### config.mk
export PLATFORM = sky130hd
export DESIGN_NAME = dlfloat_mac_array
export DESIGN_NICKNAME = d
export VERILOG_FILES = /design/src/rtl/dlfloat_pkg.sv /design/src/rtl/dlfloat_add_norm.sv /design/src/rtl/dlfloat_mac_array.sv
export SDC_FILE = /design/constraint.sdc
export NUM_CORES = 1
export LEC_CHECK = 0
export CAP_MARGIN = 5
export CELL_PAD_IN_SITES_DETAIL_PLACEMENT = 0
export CELL_PAD_IN_SITES_GLOBAL_PLACEMENT = 1
export CORE_ASPECT_RATIO = 0.75
export CORE_MARGIN = 1.5
export CORE_UTILIZATION = 45
export DETAILED_ROUTE_END_ITERATION = 7
export GPL_ROUTABILITY_DRIVEN = 0
export PLACE_DENSITY = 0.87
export SLEW_MARGIN = 20
export SYNTH_ARGS = -nofsm -noshare
export SYNTH_HDL_FRONTEND = slang
export SYNTH_HIERARCHICAL = 1
export SYNTH_SLANG_ARGS = --single-unit
export TNS_END_PERCENT = 10
### constraint.sdc
create_clock -name clk -period 28 [get_ports clk]
set_input_delay 5.6 -clock clk [delete_from_list [all_inputs] [get_ports clk]]
set_output_delay 5.6 -clock clk [all_outputs]
set_load 0.05 [all_outputs]
### src/rtl/dlfloat_pkg.sv
// Shared DLFloat16 definitions: format constants, command op codes,
// serialiser states and the exponent/mantissa packing helper.
// Build option: DLFMAC_SAT_EN selects saturating exponent handling;
// when undefined the exponent wraps modulo 64.
package dlfloat_pkg;

  localparam int EXP_W = 6;
  localparam int MAN_W = 9;
  localparam int BIAS  = 31;

  localparam logic [15:0] DLF_NAN  = 16'hFFFF;
  localparam logic [15:0] DLF_ZERO = 16'h0000;

  typedef enum logic [1:0] {
    OP_MAC   = 2'b00,
    OP_LOAD  = 2'b01,
    OP_READ  = 2'b10,
    OP_CLEAR = 2'b11
  } op_t;

  typedef enum logic [1:0] {
    SER_IDLE = 2'b00,
    SER_LO   = 2'b01,
    SER_HI   = 2'b10
  } ser_state_t;

  // Pack sign, a signed 9-bit biased exponent and a 9-bit mantissa into a
  // DLFloat16 word. The exponent arrives as two's complement so both
  // overflow (>62) and underflow (<1) can be detected before packing.
  function automatic logic [15:0] dlf_pack(input logic sgn,
                                           input logic [8:0] exp9,
                                           input logic [MAN_W-1:0] man);
`ifdef DLFMAC_SAT_EN
    if (!exp9[8] && (exp9 > 9'd62))
      return DLF_NAN;
    else if (exp9[8] || (exp9 == 9'd0))
      return DLF_ZERO;
    else
      return {sgn, exp9[EXP_W-1:0], man};
`else
    return {sgn, exp9[EXP_W-1:0], man};
`endif
  endfunction

endpackage

### src/rtl/dlfloat_add_norm.sv
// Combinational DLFloat16 adder: align the smaller operand, add or
// subtract, renormalise, truncate. 0xFFFF is sticky, a zero operand
// passes the other through, exact cancellation yields 0x0000.
// Build option: DLFMAC_SAT_EN (saturation, see dlfloat_pkg::dlf_pack).
module dlfloat_add_norm
  import dlfloat_pkg::*;
(
  input  logic [15:0] a,
  input  logic [15:0] b,
  output logic [15:0] y
);

  logic        a_big;
  logic [15:0] big;
  logic [15:0] sml;
  logic [5:0]  ediff;
  logic [12:0] mb;
  logic [12:0] ms;
  logic [13:0] sum;
  logic [12:0] diff;
  logic [12:0] norm;
  logic [3:0]  lz;
  logic [8:0]  exp_r;
  logic [8:0]  man_r;
  logic        cancel;

  // Align / add / normalise with three guard bits, then apply specials.
  always_comb begin
    a_big  = (a[14:0] >= b[14:0]);
    big    = a_big ? a : b;
    sml    = a_big ? b : a;
    ediff  = big[14:9] - sml[14:9];
    mb     = {1'b1, big[8:0], 3'b000};
    ms     = {1'b1, sml[8:0], 3'b000} >> ediff;
    sum    = {1'b0, mb} + {1'b0, ms};
    diff   = mb - ms;
    lz     = 4'd0;
    for (int i = 0; i < 13; i++) begin
      if (diff[i]) lz = 4'(12 - i);
    end
    norm   = diff << lz;
    cancel = 1'b0;
    exp_r  = {3'b000, big[14:9]};
    man_r  = '0;
    if (big[15] == sml[15]) begin
      if (sum[13]) begin
        exp_r = {3'b000, big[14:9]} + 9'd1;
        man_r = sum[12:4];
      end else begin
        man_r = sum[11:3];
      end
    end else begin
      cancel = (diff == 13'd0);
      exp_r  = {3'b000, big[14:9]} - {5'b00000, lz};
      man_r  = norm[11:3];
    end

    if ((a == DLF_NAN) || (b == DLF_NAN))
      y = DLF_NAN;
    else if (a == DLF_ZERO)
      y = b;
    else if (b == DLF_ZERO)
      y = a;
    else if (cancel)
      y = DLF_ZERO;
    else
      y = dlf_pack(big[15], exp_r, man_r);
  end

endmodule

### src/rtl/dlfloat_mac_array.sv
// N_CH-channel DLFloat16 multiply-accumulate array. Commands enter a
// two-stage pipeline (S1 operands, S2 product + accumulator update);
// READ results leave over a byte-serial port, low byte first.
// Build option: DLFMAC_SAT_EN (saturating exponents; otherwise wrap).
module dlfloat_mac_array
  import dlfloat_pkg::*;
#(
  parameter int N_CH = 4,
  parameter int CH_W = (N_CH > 1) ? $clog2(N_CH) : 1
) (
  input  logic            clk,
  input  logic            rst_n,
  input  logic            in_valid,
  output logic            in_ready,
  input  logic [1:0]      in_op,
  input  logic [CH_W-1:0] in_ch,
  input  logic [15:0]     in_a,
  input  logic [15:0]     in_b,
  output logic            out_valid,
  input  logic            out_ready,
  output logic [7:0]      out_data,
  output logic            out_last,
  output logic            busy
);

  logic            s1_valid;
  op_t             s1_op;
  logic [CH_W-1:0] s1_ch;
  logic [15:0]     s1_a;
  logic [15:0]     s1_b;

  logic            s2_valid;
  op_t             s2_op;
  logic [CH_W-1:0] s2_ch;
  logic [15:0]     s2_prod;

  ser_state_t      ser_state;
  logic [15:0]     ser_word;

  logic [15:0]     acc [N_CH];
  logic [15:0]     acc_rd;
  logic [15:0]     acc_sum;
  logic [15:0]     prod;
  logic [19:0]     mp;
  logic [8:0]      pe;
  logic [8:0]      pm;

  logic            ch_ok;
  logic            s2_is_read;
  logic            ser_free;
  logic            hold;
  logic            ser_load;

  // A READ in S2 may leave when the serialiser is idle or finishing its
  // high byte this cycle; otherwise S2 (and an occupied S1) must wait.
  assign ch_ok      = ({{(32-CH_W){1'b0}}, in_ch} < 32'(N_CH));
  assign s2_is_read = s2_valid && (s2_op == OP_READ);
  assign ser_free   = (ser_state == SER_IDLE) || ((ser_state == SER_HI) && out_ready);
  assign hold       = s2_is_read && !ser_free;
  assign ser_load   = s2_is_read && ser_free;
  assign in_ready   = !(s1_valid && hold);
  assign busy       = s1_valid || s2_valid || (ser_state != SER_IDLE);

  // Multiplier on the S1 operands: truncated mantissa product, exponent
  // ea+eb-BIAS plus one when the product of significands reaches 2.
  always_comb begin
    mp = {1'b1, s1_a[8:0]} * {1'b1, s1_b[8:0]};
    pe = {3'b000, s1_a[14:9]} + {3'b000, s1_b[14:9]} - 9'(BIAS) + {8'd0, mp[19]};
    pm = mp[19] ? mp[18:10] : mp[17:9];
    if ((s1_a == DLF_NAN) || (s1_b == DLF_NAN))
      prod = DLF_NAN;
    else if ((s1_a == DLF_ZERO) || (s1_b == DLF_ZERO))
      prod = DLF_ZERO;
    else
      prod = dlf_pack(s1_a[15] ^ s1_b[15], pe, pm);
  end

  // S1: capture accepted commands; out-of-range channels are dropped.
  always_ff @(posedge clk or negedge rst_n) begin
    if (!rst_n) begin
      s1_valid <= 1'b0;
      s1_op    <= OP_MAC;
      s1_ch    <= '0;
      s1_a     <= '0;
      s1_b     <= '0;
    end else if (in_ready) begin
      s1_valid <= in_valid && ch_ok;
      s1_op    <= op_t'(in_op);
      s1_ch    <= in_ch;
      s1_a     <= in_a;
      s1_b     <= in_b;
    end
  end

  // S2: capture the product alongside the command unless stalled.
  always_ff @(posedge clk or negedge rst_n) begin
    if (!rst_n) begin
      s2_valid <= 1'b0;
      s2_op    <= OP_MAC;
      s2_ch    <= '0;
      s2_prod  <= '0;
    end else if (!hold) begin
      s2_valid <= s1_valid;
      s2_op    <= s1_op;
      s2_ch    <= s1_ch;
      s2_prod  <= prod;
    end
  end

  // Read and write of the accumulator both happen in S2, so consecutive
  // MACs to one channel see each other's result without forwarding.
  assign acc_rd = acc[s2_ch];

  dlfloat_add_norm u_add (
    .a (acc_rd),
    .b (s2_prod),
    .y (acc_sum)
  );

  genvar gi;
  generate
    for (gi = 0; gi < N_CH; gi++) begin : g_acc
      logic [15:0] acc_reg;
      logic        wr_sel;
      assign wr_sel  = s2_valid && !hold && (s2_ch == CH_W'(gi));
      assign acc[gi] = acc_reg;

      // Per-channel accumulator update for MAC / LOAD / CLEAR.
      always_ff @(posedge clk or negedge rst_n) begin
        if (!rst_n) begin
          acc_reg <= DLF_ZERO;
        end else if (wr_sel) begin
          case (s2_op)
            OP_MAC:   acc_reg <= acc_sum;
            OP_LOAD:  acc_reg <= s2_prod;
            OP_CLEAR: acc_reg <= DLF_ZERO;
            default:  acc_reg <= acc_reg;
          endcase
        end
      end
    end
  endgenerate

  // Serialiser FSM with registered byte outputs; a new READ may chain
  // straight out of HI so back-to-back words have no bubble.
  always_ff @(posedge clk or negedge rst_n) begin
    if (!rst_n) begin
      ser_state <= SER_IDLE;
      ser_word  <= '0;
      out_valid <= 1'b0;
      out_data  <= '0;
      out_last  <= 1'b0;
    end else begin
      case (ser_state)
        SER_IDLE: begin
          if (ser_load) begin
            ser_state <= SER_LO;
            ser_word  <= acc_rd;
            out_valid <= 1'b1;
            out_data  <= acc_rd[7:0];
            out_last  <= 1'b0;
          end
        end
        SER_LO: begin
          if (out_ready) begin
            ser_state <= SER_HI;
            out_data  <= ser_word[15:8];
            out_last  <= 1'b1;
          end
        end
        SER_HI: begin
          if (out_ready) begin
            if (ser_load) begin
              ser_state <= SER_LO;
              ser_word  <= acc_rd;
              out_valid <= 1'b1;
              out_data  <= acc_rd[7:0];
              out_last  <= 1'b0;
            end else begin
              ser_state <= SER_IDLE;
              out_valid <= 1'b0;
              out_data  <= '0;
              out_last  <= 1'b0;
            end
          end
        end
        default: begin
          ser_state <= SER_IDLE;
          out_valid <= 1'b0;
          out_last  <= 1'b0;
        end
      endcase
    end
  end

endmodule

==> results_dict.tcl, run 1 <==
set metrics [dict create \
    grt_max_degree 87 \
    async_flop_share 1.00 \
    cts-buffers-inserted 17 \
    finalClockSkew_ns 0.0115 \
    via_per_inst 6.21 \
    yosys.area_share.simple 0.192 \
    finalSetupViolCount 0 \
    start_kind "input pin" \
    cp_common_cell "clkdlybuf4s50_1" \
    antenna_left 0 \
    row_count 56 \
    critPathRequiredTime_ns 22.40 \
    drv_cap 0 \
    firstDrtPassIters 5 \
    synth_area_um2 14300 \
    core_um2 31300 \
    crit_type "in2out" \
    route.vias.total 13000 \
    synthTopCellsByArea "dfrtp_1 (25%), ha_1 (9.3%), fa_1 (8.9%)" \
    synth_area_leader_cell "dfrtp_1" \
    period_minus_slack_ns 13.48 \
    syn_to_final_growth_pct 9.35 \
    cp_num_buf_inv 3 \
    status "finished, final reports clean" \
    cp-end-kind "output pin" \
    clock.fmax_mhz 74.2 \
    post_cts_buffers 0 \
    start_util 0.458 \
    period_share 0.481 \
    synthFlopType "dfrtp_1" \
    grt_pass1_vias 12300 \
    clkLatencyLatePin_ns 0.43 \
    final_cell_mix "nand2_1 (200), dfrtp_1 (141), inv_1 (129)" \
    numClockSinks 141 \
    synth_edf_count 0 \
    critPathMaxFanout 49 \
    synth_top_family_by_area "compound AO/OA/AOI/OAI gates" \
    hold_viol 0 \
    rsz0062_at_grt "no" \
    die_h_um 158 \
    clockBufferDepth 2 \
    die-width_um 209 \
    drtIter0Drc 1519 \
    crit_path_max_incr_delay_ns 0.91 \
    grt_use_total 0.258 \
    cts_tree "done" \
    tightestPinTransition_ns 1.09 \
    drive_gt1_frac 0.0826 \
    die_area_um2 33000 \
    synthXorXnorAreaFrac 0.0233 \
    whs_ns 0.479 \
    routed_wirelength_um 41600 \
    cts.clk_slew.worst_paths_ns 0.06 \
    dp_hpwl_um 31200 \
    synth_top_area_frac 0.246 \
    hp-class "reg2reg" \
    ys_types 97 \
    cts_hold_buf 0 \
    cp.arrival_ns 7.88 \
    fillers 2880 \
    drv_slew 0 \
    grt_pass1_wl_um 67200 \
    synthMuxAreaShare 0.0826 \
    synth_compound_area_frac 0.210 \
    port_buffers 51 \
    grt-ovfl-total 0 \
    tns_ns 0 \
    htree_num_levels 4 \
    nNetsFinal 1881 \
    synth_seq_cells 141 \
    drc 0 \
    ys_seq_area_frac 0.246 \
    antenna_found_initial 0 \
    synth_cells 1682 \
    antenna_cells 0 \
    avgSynthCellArea_um2 8.53 \
    crit_family "buffers and inverters" \
    slew_headroom 0.268 \
    largest_reg_flops 64 \
    synth_fp_nets 1893 \
    final_common_cell "nand2_1" \
    cpMaxStageDelayCell "clkdlybuf4s50_1" \
    synth-adder-area-share 0.183 \
    io_pins 52 \
    ctsResizeCount 0 \
    path_cells "clkdlybuf4s50_1 > a211oi_1 > nand2_1 > buf_4 > clkdlybuf4s50_1" \
    cts_root_buffer "clkbuf_16" \
    drt-wirelength-per-cell_um 19.9 \
    ys.warnings.count 6 \
]
## layer usage
metal	GRT usage	wire length [µm]
met2	0.377	17300
met4	0.0545	513
met1	0.391	19700
met5	0	0
met3	0.0520	4030
## stage by stage
stage               worst slack, ns  instances  instance area, µm²   util
floorplan                     15.62       1682               14300      -
global placement              14.60       2057               15000  0.480
detailed placement            14.55       2057               15000  0.480
CTS                           14.55       2088               15700  0.501
global route                  14.44       2088               15700  0.501
finish                        14.52       2088               15700  0.501
## kinds of logic after synthesis
group / count (synthesis)
and+or+nand+nor: 565
DFF: 141
buffers and inverters: 226
xor gates and xnor gates: 36
muxes: 88
AOI/OAI and AO/OA: 455
adders and majority gates: 171
## worst reg2reg max path, delay by kind of cell (launching register included)
family                     cells  cell delay (ns)
xor gates and xnor gates       1             0.54
DFF                            1             0.99
AOI/OAI and AO/OA             15             3.67
adders and majority gates      4             2.02
buffers and inverters          3             0.70
and+or+nand+nor               13             2.82
muxes                          3             1.07
## final cells by class
type                       count  area, µm²  share of cell area
multi-input combinational   1315       9910               0.632
clock inverter                14        209              0.0133
timing repair buffer          63        606              0.0386
clock buffer                  17        425              0.0271
sequential                   141       3530               0.225
inverter                     132        495              0.0316
tap                          406        508              0.0324
## final timing paths
check	from	slack, ns	end	cells after the start
setup / recovery	out_ready	14.52	in_ready	5
hold / removal	g_acc[3].acc_reg[1]$_DFFE_PN0P_	0.48	g_acc[3].acc_reg[1]$_DFFE_PN0P_	2
max in group asynchronous	rst_n	21.76	g_acc[1].acc_reg[1]$_DFFE_PN0P_	2
min in group asynchronous	rst_n	5.11	out_data[4]$_DFFE_PN0P_	1
hold reg to reg	g_acc[3].acc_reg[1]$_DFFE_PN0P_	0.48	g_acc[3].acc_reg[1]$_DFFE_PN0P_	2
setup reg to reg	s2_ch[1]$_DFFE_PN0N_	16.02	g_acc[1].acc_reg[14]$_DFFE_PN0P_	39
## Yosys cell counts, types with 5 or more instances
cell,n
nand2_1,200
dfrtp_1,141
inv_1,129
o21ai_0,127
nor2_1,123
a21oi_1,108
ha_1,107
clkbuf_1,73
fa_1,64
and2_1,40
mux2_2,39
nand3_1,35
nand4_1,31
mux2i_1,28
nor2b_1,26
o211ai_1,26
nor4_1,25
a21o_1,24
xnor2_1,22
a211oi_1,21
nor3_1,21
mux4_2,20
a22oi_1,14
and3_1,13
xor2_1,13
buf_2,12
nand2b_1,11
a221oi_1,10
a31oi_1,8
and4_1,8
o22ai_1,8
o31ai_1,8
o21bai_1,7
or3_1,7
a32oi_1,6
o21ai_1,6
o31a_1,6
a211o_1,5
buf_6,5
nand3b_1,5
or2_2,5
Power of run 1 is not shown: default switching activity piles up to over one toggle a cycle in this logic, so the estimate is an artifact.
==> inputs of run 2 (changes only) <==
--- a/config.mk
+++ b/config.mk
@@ -10,10 +10,10 @@
 export CELL_PAD_IN_SITES_GLOBAL_PLACEMENT = 1
 export CORE_ASPECT_RATIO = 0.75
 export CORE_MARGIN = 1.5
-export CORE_UTILIZATION = 45
+export CORE_UTILIZATION = 44
 export DETAILED_ROUTE_END_ITERATION = 7
 export GPL_ROUTABILITY_DRIVEN = 0
-export PLACE_DENSITY = 0.87
+export PLACE_DENSITY = 0.88
 export SLEW_MARGIN = 20
 export SYNTH_ARGS = -nofsm -noshare
 export SYNTH_HDL_FRONTEND = slang
==> constraint.sdc (replaced) <==
create_clock -name clk -period 12.4 [get_ports clk]
set_input_delay 2.48 -clock clk [delete_from_list [all_inputs] [get_ports clk]]
set_output_delay 2.48 -clock clk [all_outputs]
set_load 0.05 [all_outputs]
==> results_dict.tcl, run 2 (synthesized netlist as in run 1, its figures left out) <==
set metrics [dict create \
    status "finished, final reports clean" \
    grt_pass1_vias 12700 \
    core_um2 32200 \
    hp-class "reg2reg" \
    cpMaxStageDelayCell "a2111oi_2" \
    ctsResizeCount 0 \
    htree_num_levels 4 \
    fillers 3124 \
    clock.fmax_mhz 89.8 \
    grt_max_degree 76 \
    routed_wirelength_um 42700 \
    rsz0062_at_grt "no" \
    grt-ovfl-total 0 \
    cp-end-kind "register" \
    critPathMaxFanout 27 \
    cts_root_buffer "clkbuf_16" \
    syn_to_final_growth_pct 9.84 \
    largest_reg_flops 64 \
    r2r_cells 37 \
    start_util 0.445 \
    drive_gt1_frac 0.0855 \
    row_count 57 \
    firstDrtPassIters 7 \
    die-width_um 211 \
    io_pins 52 \
    crit_type "reg2reg" \
    antenna_cells 0 \
    finalSetupViolCount 0 \
    critPathRequiredTime_ns 12.67 \
    final_area_um2 15800 \
    period_share 0.898 \
    cts_hold_buf 0 \
    period_minus_slack_ns 11.13 \
    hold_viol 0 \
    antenna_found_initial 0 \
    crit_path_max_incr_delay_ns 0.87 \
    grt_use_total 0.258 \
    tns_ns 0 \
    drtIter0Drc 1301 \
    final_cell_mix "nand2_1 (199), dfrtp_1 (141), inv_1 (129)" \
    cts-buffers-inserted 17 \
    cp.arrival_ns 11.40 \
    clockBufferDepth 2 \
    dpl-instance-area_um2 15100 \
    finalClockSkew_ns 0.00953 \
    port_buffers 51 \
    start_kind "register" \
    nNetsFinal 1883 \
    die_area_um2 33700 \
    drt-wirelength-per-cell_um 20.1 \
    die_h_um 159 \
    post_cts_buffers 0 \
    hold_depth 2 \
    slew_headroom 0.280 \
    tightestPinTransition_ns 1.07 \
    numClockSinks 141 \
    final_common_cell "nand2_1" \
    route.vias.total 13200 \
    clkLatencyLatePin_ns 0.43 \
    drv_slew 0 \
    via_per_inst 6.19 \
    post-route-util 0.489 \
    drc 0 \
    cts.clk_slew.worst_paths_ns 0.06 \
    antenna_left 0 \
    drv_cap 0 \
    cts_tree "done" \
    grt_pass1_wl_um 69000 \
    dp_hpwl_um 32200 \
]
run 2: per-stage QoR:
step / hold WS (ns) / std cells / setup WS [ns]
after floorplan: 0.430 / 1682 / 2.77
after global placement: 0.456 / 2095 / 1.54
after detailed placement: 0.467 / 2095 / 1.25
after CTS: 0.481 / 2127 / 1.16
after global routing: 0.513 / 2127 / 0.309
final: 0.478 / 2127 / 1.27
run 2: path summary, 6_finish.rpt:
check                                                      from                                to  slack, ns
worst max-delay path                       s2_ch[0]$_DFFE_PN0N_  g_acc[2].acc_reg[14]$_DFFE_PN0P_       1.27
worst min-delay path            g_acc[1].acc_reg[2]$_DFFE_PN0P_   g_acc[1].acc_reg[2]$_DFFE_PN0P_       0.48
worst max register to register             s2_ch[0]$_DFFE_PN0N_  g_acc[2].acc_reg[14]$_DFFE_PN0P_       1.27
worst min register to register  g_acc[1].acc_reg[2]$_DFFE_PN0P_   g_acc[1].acc_reg[2]$_DFFE_PN0P_       0.48
max in group asynchronous                                 rst_n              out_last$_DFFE_PN0P_       8.99
min in group asynchronous                                 rst_n   g_acc[2].acc_reg[0]$_DFFE_PN0P_       2.04
run 2: per-layer routing:
metal / share of wire / GRT usage / vias to the layer above / wire length (µm)
li1: - / - / 6009 / -
met4: 0.017 / 0.0597 / 0 / 733
met2: 0.41 / 0.369 / 626 / 17700
met3: 0.095 / 0.0513 / 71 / 4060
met5: 0 / 0 / - / 0
met1: 0.47 / 0.397 / 6450 / 20200
run 2: layout make-up:
class                           instances  area (µm²)  share of cell area
Tap cell                              442         553              0.0351
Clock buffer                           17         425              0.0270
Sequential cell                       141        3530               0.224
Multi-Input combinational cell       1315        9920               0.629
Timing Repair Buffer                   65         617              0.0392
Clock inverter                         15         218              0.0138
Inverter                              132         495              0.0315
run 2: worst max-delay path: cells and delay by family, from the launching register on:
| family | cells | cell delay, ns |
|---|---|---|
| AO/OA/AOI/OAI | 14 | 4.12 |
| AND/OR/NAND/NOR | 13 | 2.92 |
| adder cells (fa/ha/maj) | 4 | 1.73 |
| multiplexers | 3 | 1.18 |
| buffers and inverters | 3 | 0.65 |
| flip-flops | 1 | 0.32 |
Power of run 2 is left out for the same reason.
==> inputs of run 3 (changes only) <==
--- a/config.mk
+++ b/config.mk
@@ -5,14 +5,15 @@
 export SDC_FILE = /design/constraint.sdc
 export NUM_CORES = 1
 export LEC_CHECK = 0
-export CAP_MARGIN = 5
 export CELL_PAD_IN_SITES_DETAIL_PLACEMENT = 0
 export CELL_PAD_IN_SITES_GLOBAL_PLACEMENT = 1
 export CORE_ASPECT_RATIO = 0.75
 export CORE_MARGIN = 1.5
 export CORE_UTILIZATION = 44
+export CTS_CLUSTER_DIAMETER = 40
 export DETAILED_ROUTE_END_ITERATION = 7
 export GPL_ROUTABILITY_DRIVEN = 0
+export MAX_ROUTING_LAYER = met4
 export PLACE_DENSITY = 0.88
 export SLEW_MARGIN = 20
 export SYNTH_ARGS = -nofsm -noshare
==> results_dict.tcl, run 3 (synthesized netlist as in run 1, its figures left out) <==
set metrics [dict create \
    status "finished, final reports clean" \
    grt_max_degree 76 \
    die_h_um 159 \
    largest_reg_flops 64 \
    drv_cap 0 \
    critPathMaxFanout 27 \
    rr_startpoint "s2_ch[0]$_DFFE_PN0N_" \
    period_minus_slack_ns 11.19 \
    final_cell_mix "nand2_1 (199), dfrtp_1 (141), inv_1 (129)" \
    period_share 0.902 \
    die_area_um2 33700 \
    clkLatencyLatePin_ns 0.43 \
    slew_headroom 0.325 \
    cp.arrival_ns 11.45 \
    drive_gt1_frac 0.0855 \
    critPathLaunch "s2_ch[0]$_DFFE_PN0N_" \
    critPathRequiredTime_ns 12.67 \
    via_per_inst 6.18 \
    port_buffers 51 \
    cp-end-kind "register" \
    crit_type "reg2reg" \
    grt_pass1_vias 12600 \
    clock.fmax_mhz 89.4 \
    firstDrtPassIters 8 \
    fillers 3124 \
    tns_ns 0 \
    cts-buffers-inserted 17 \
    core_um2 32200 \
    syn_to_final_growth_pct 9.86 \
    finalClockSkew_ns 0.0111 \
    cts_tree "done" \
    use_met1 0.401 \
    drt-wirelength-per-cell_um 20.1 \
    r2r_setup_slack_ns 1.21 \
    cts_root_buffer "clkbuf_16" \
    row_count 57 \
    start_kind "register" \
    hp-class "reg2reg" \
    hold_viol 0 \
    cp-endpoint "g_acc[2].acc_reg[14]$_DFFE_PN0P_" \
    route.vias.total 13100 \
    drv_slew 0 \
    top_usage_layer "met1" \
    drc 0 \
    r2r_end "g_acc[2].acc_reg[14]$_DFFE_PN0P_" \
    cts.clk_slew.worst_paths_ns 0.06 \
    routed_wirelength_um 42800 \
    clockBufferDepth 2 \
    r2r_cells 37 \
    crit_path_max_incr_delay_ns 0.86 \
    numClockSinks 141 \
    final_common_cell "nand2_1" \
    dp_hpwl_um 32200 \
    start_util 0.445 \
    antenna_found_initial 0 \
    drtIter0Drc 1410 \
    cpMaxStageDelayCell "a2111oi_2" \
    rsz0062_at_grt "no" \
    die-width_um 211 \
    htree_num_levels 4 \
    tightestPinTransition_ns 1.01 \
    met2_usage 0.369 \
    antenna_left 0 \
    grt-ovfl-total 0 \
    grt_use_met3 0.0483 \
    nNetsFinal 1883 \
    grt_pass1_wl_um 69100 \
    io_pins 52 \
    grt_use_total 0.266 \
    cp_common_cell "ha_1" \
    finalSetupViolCount 0 \
]
## run 3: cell types whose count changed in the layout (fill, tap and decap cells not counted)
cell,before,now
diode_2,0,1
## run 3: cell type report
| type | count | area (µm²) | share of cell area |
|---|---|---|---|
| Multi-Input combinational cell | 1315 | 9920 | 0.629 |
| Sequential cell | 141 | 3530 | 0.224 |
| Timing Repair Buffer | 65 | 617 | 0.0391 |
| Tap cell | 442 | 553 | 0.0351 |
| Inverter | 132 | 495 | 0.0314 |
| Clock buffer | 17 | 425 | 0.0270 |
| Clock inverter | 15 | 218 | 0.0138 |
| Antenna cell | 1 | 2.50 | 0.000159 |
## run 3: worst min path at each step
stage                                startpoint                               end  slack (ns)  cells past startpoint
6_report        g_acc[1].acc_reg[2]$_DFFE_PN0P_   g_acc[1].acc_reg[2]$_DFFE_PN0P_        0.47                      2
5_1_grt         g_acc[3].acc_reg[5]$_DFFE_PN0P_   g_acc[3].acc_reg[5]$_DFFE_PN0P_        0.51                      2
4_1_cts        g_acc[2].acc_reg[10]$_DFFE_PN0P_  g_acc[2].acc_reg[10]$_DFFE_PN0P_        0.48                      2
2_1_floorplan              s1_op[1]$_DFFE_PN0N_              s2_op[1]$_DFFE_PN0N_        0.43                      1
3_3_place_gp   g_acc[3].acc_reg[14]$_DFFE_PN0P_  g_acc[3].acc_reg[14]$_DFFE_PN0P_        0.46                      2
3_5_place_dp   g_acc[2].acc_reg[10]$_DFFE_PN0P_  g_acc[2].acc_reg[10]$_DFFE_PN0P_        0.47                      2
## run 3: critical path: cells and delay by family (launching register included)
kind	cells	cell delay [ns]
DFF	1	0.32
AOI/OAI and AO/OA	13	3.62
adders and majority gates	4	1.74
buffers and inverters	3	0.66
muxes	3	1.18
and+or+nand+nor	14	3.49
## run 3: repair_timing
| action | CTS | global route |
|---|---|---|
| endpoints found under the setup margin | 0 | 2 |
| gates resized for setup | 0 | 1 |
| hold endpoints to repair | 0 | 0 |
| buffers inserted | 0 | 0 |
| hold buffers | 0 | 0 |
## run 3: metal layers
layer  part of all wire  vias to the layer above  routed length, µm
met4              0.015                        0                653
met1               0.48                     6477              20300
met2               0.42                      602              17900
met3              0.092                       61               3960
met5                  0                        -                  0
li1                   -                     6006                  -
## run 3: per-stage QoR
stage                     utilization  area (µm²)  hold WS [ns]  instances  setup WS (ns)
after floorplan                     -       14300         0.430       1682           2.77
after global placement          0.469       15100         0.456       2095           1.54
after detailed placement        0.469       15100         0.467       2095           1.25
after CTS                       0.489       15700         0.481       2127           1.16
after global routing            0.489       15800         0.513       2127          0.289
final                           0.489       15800         0.475       2128           1.21
Power of run 3 is left out for the same reason.
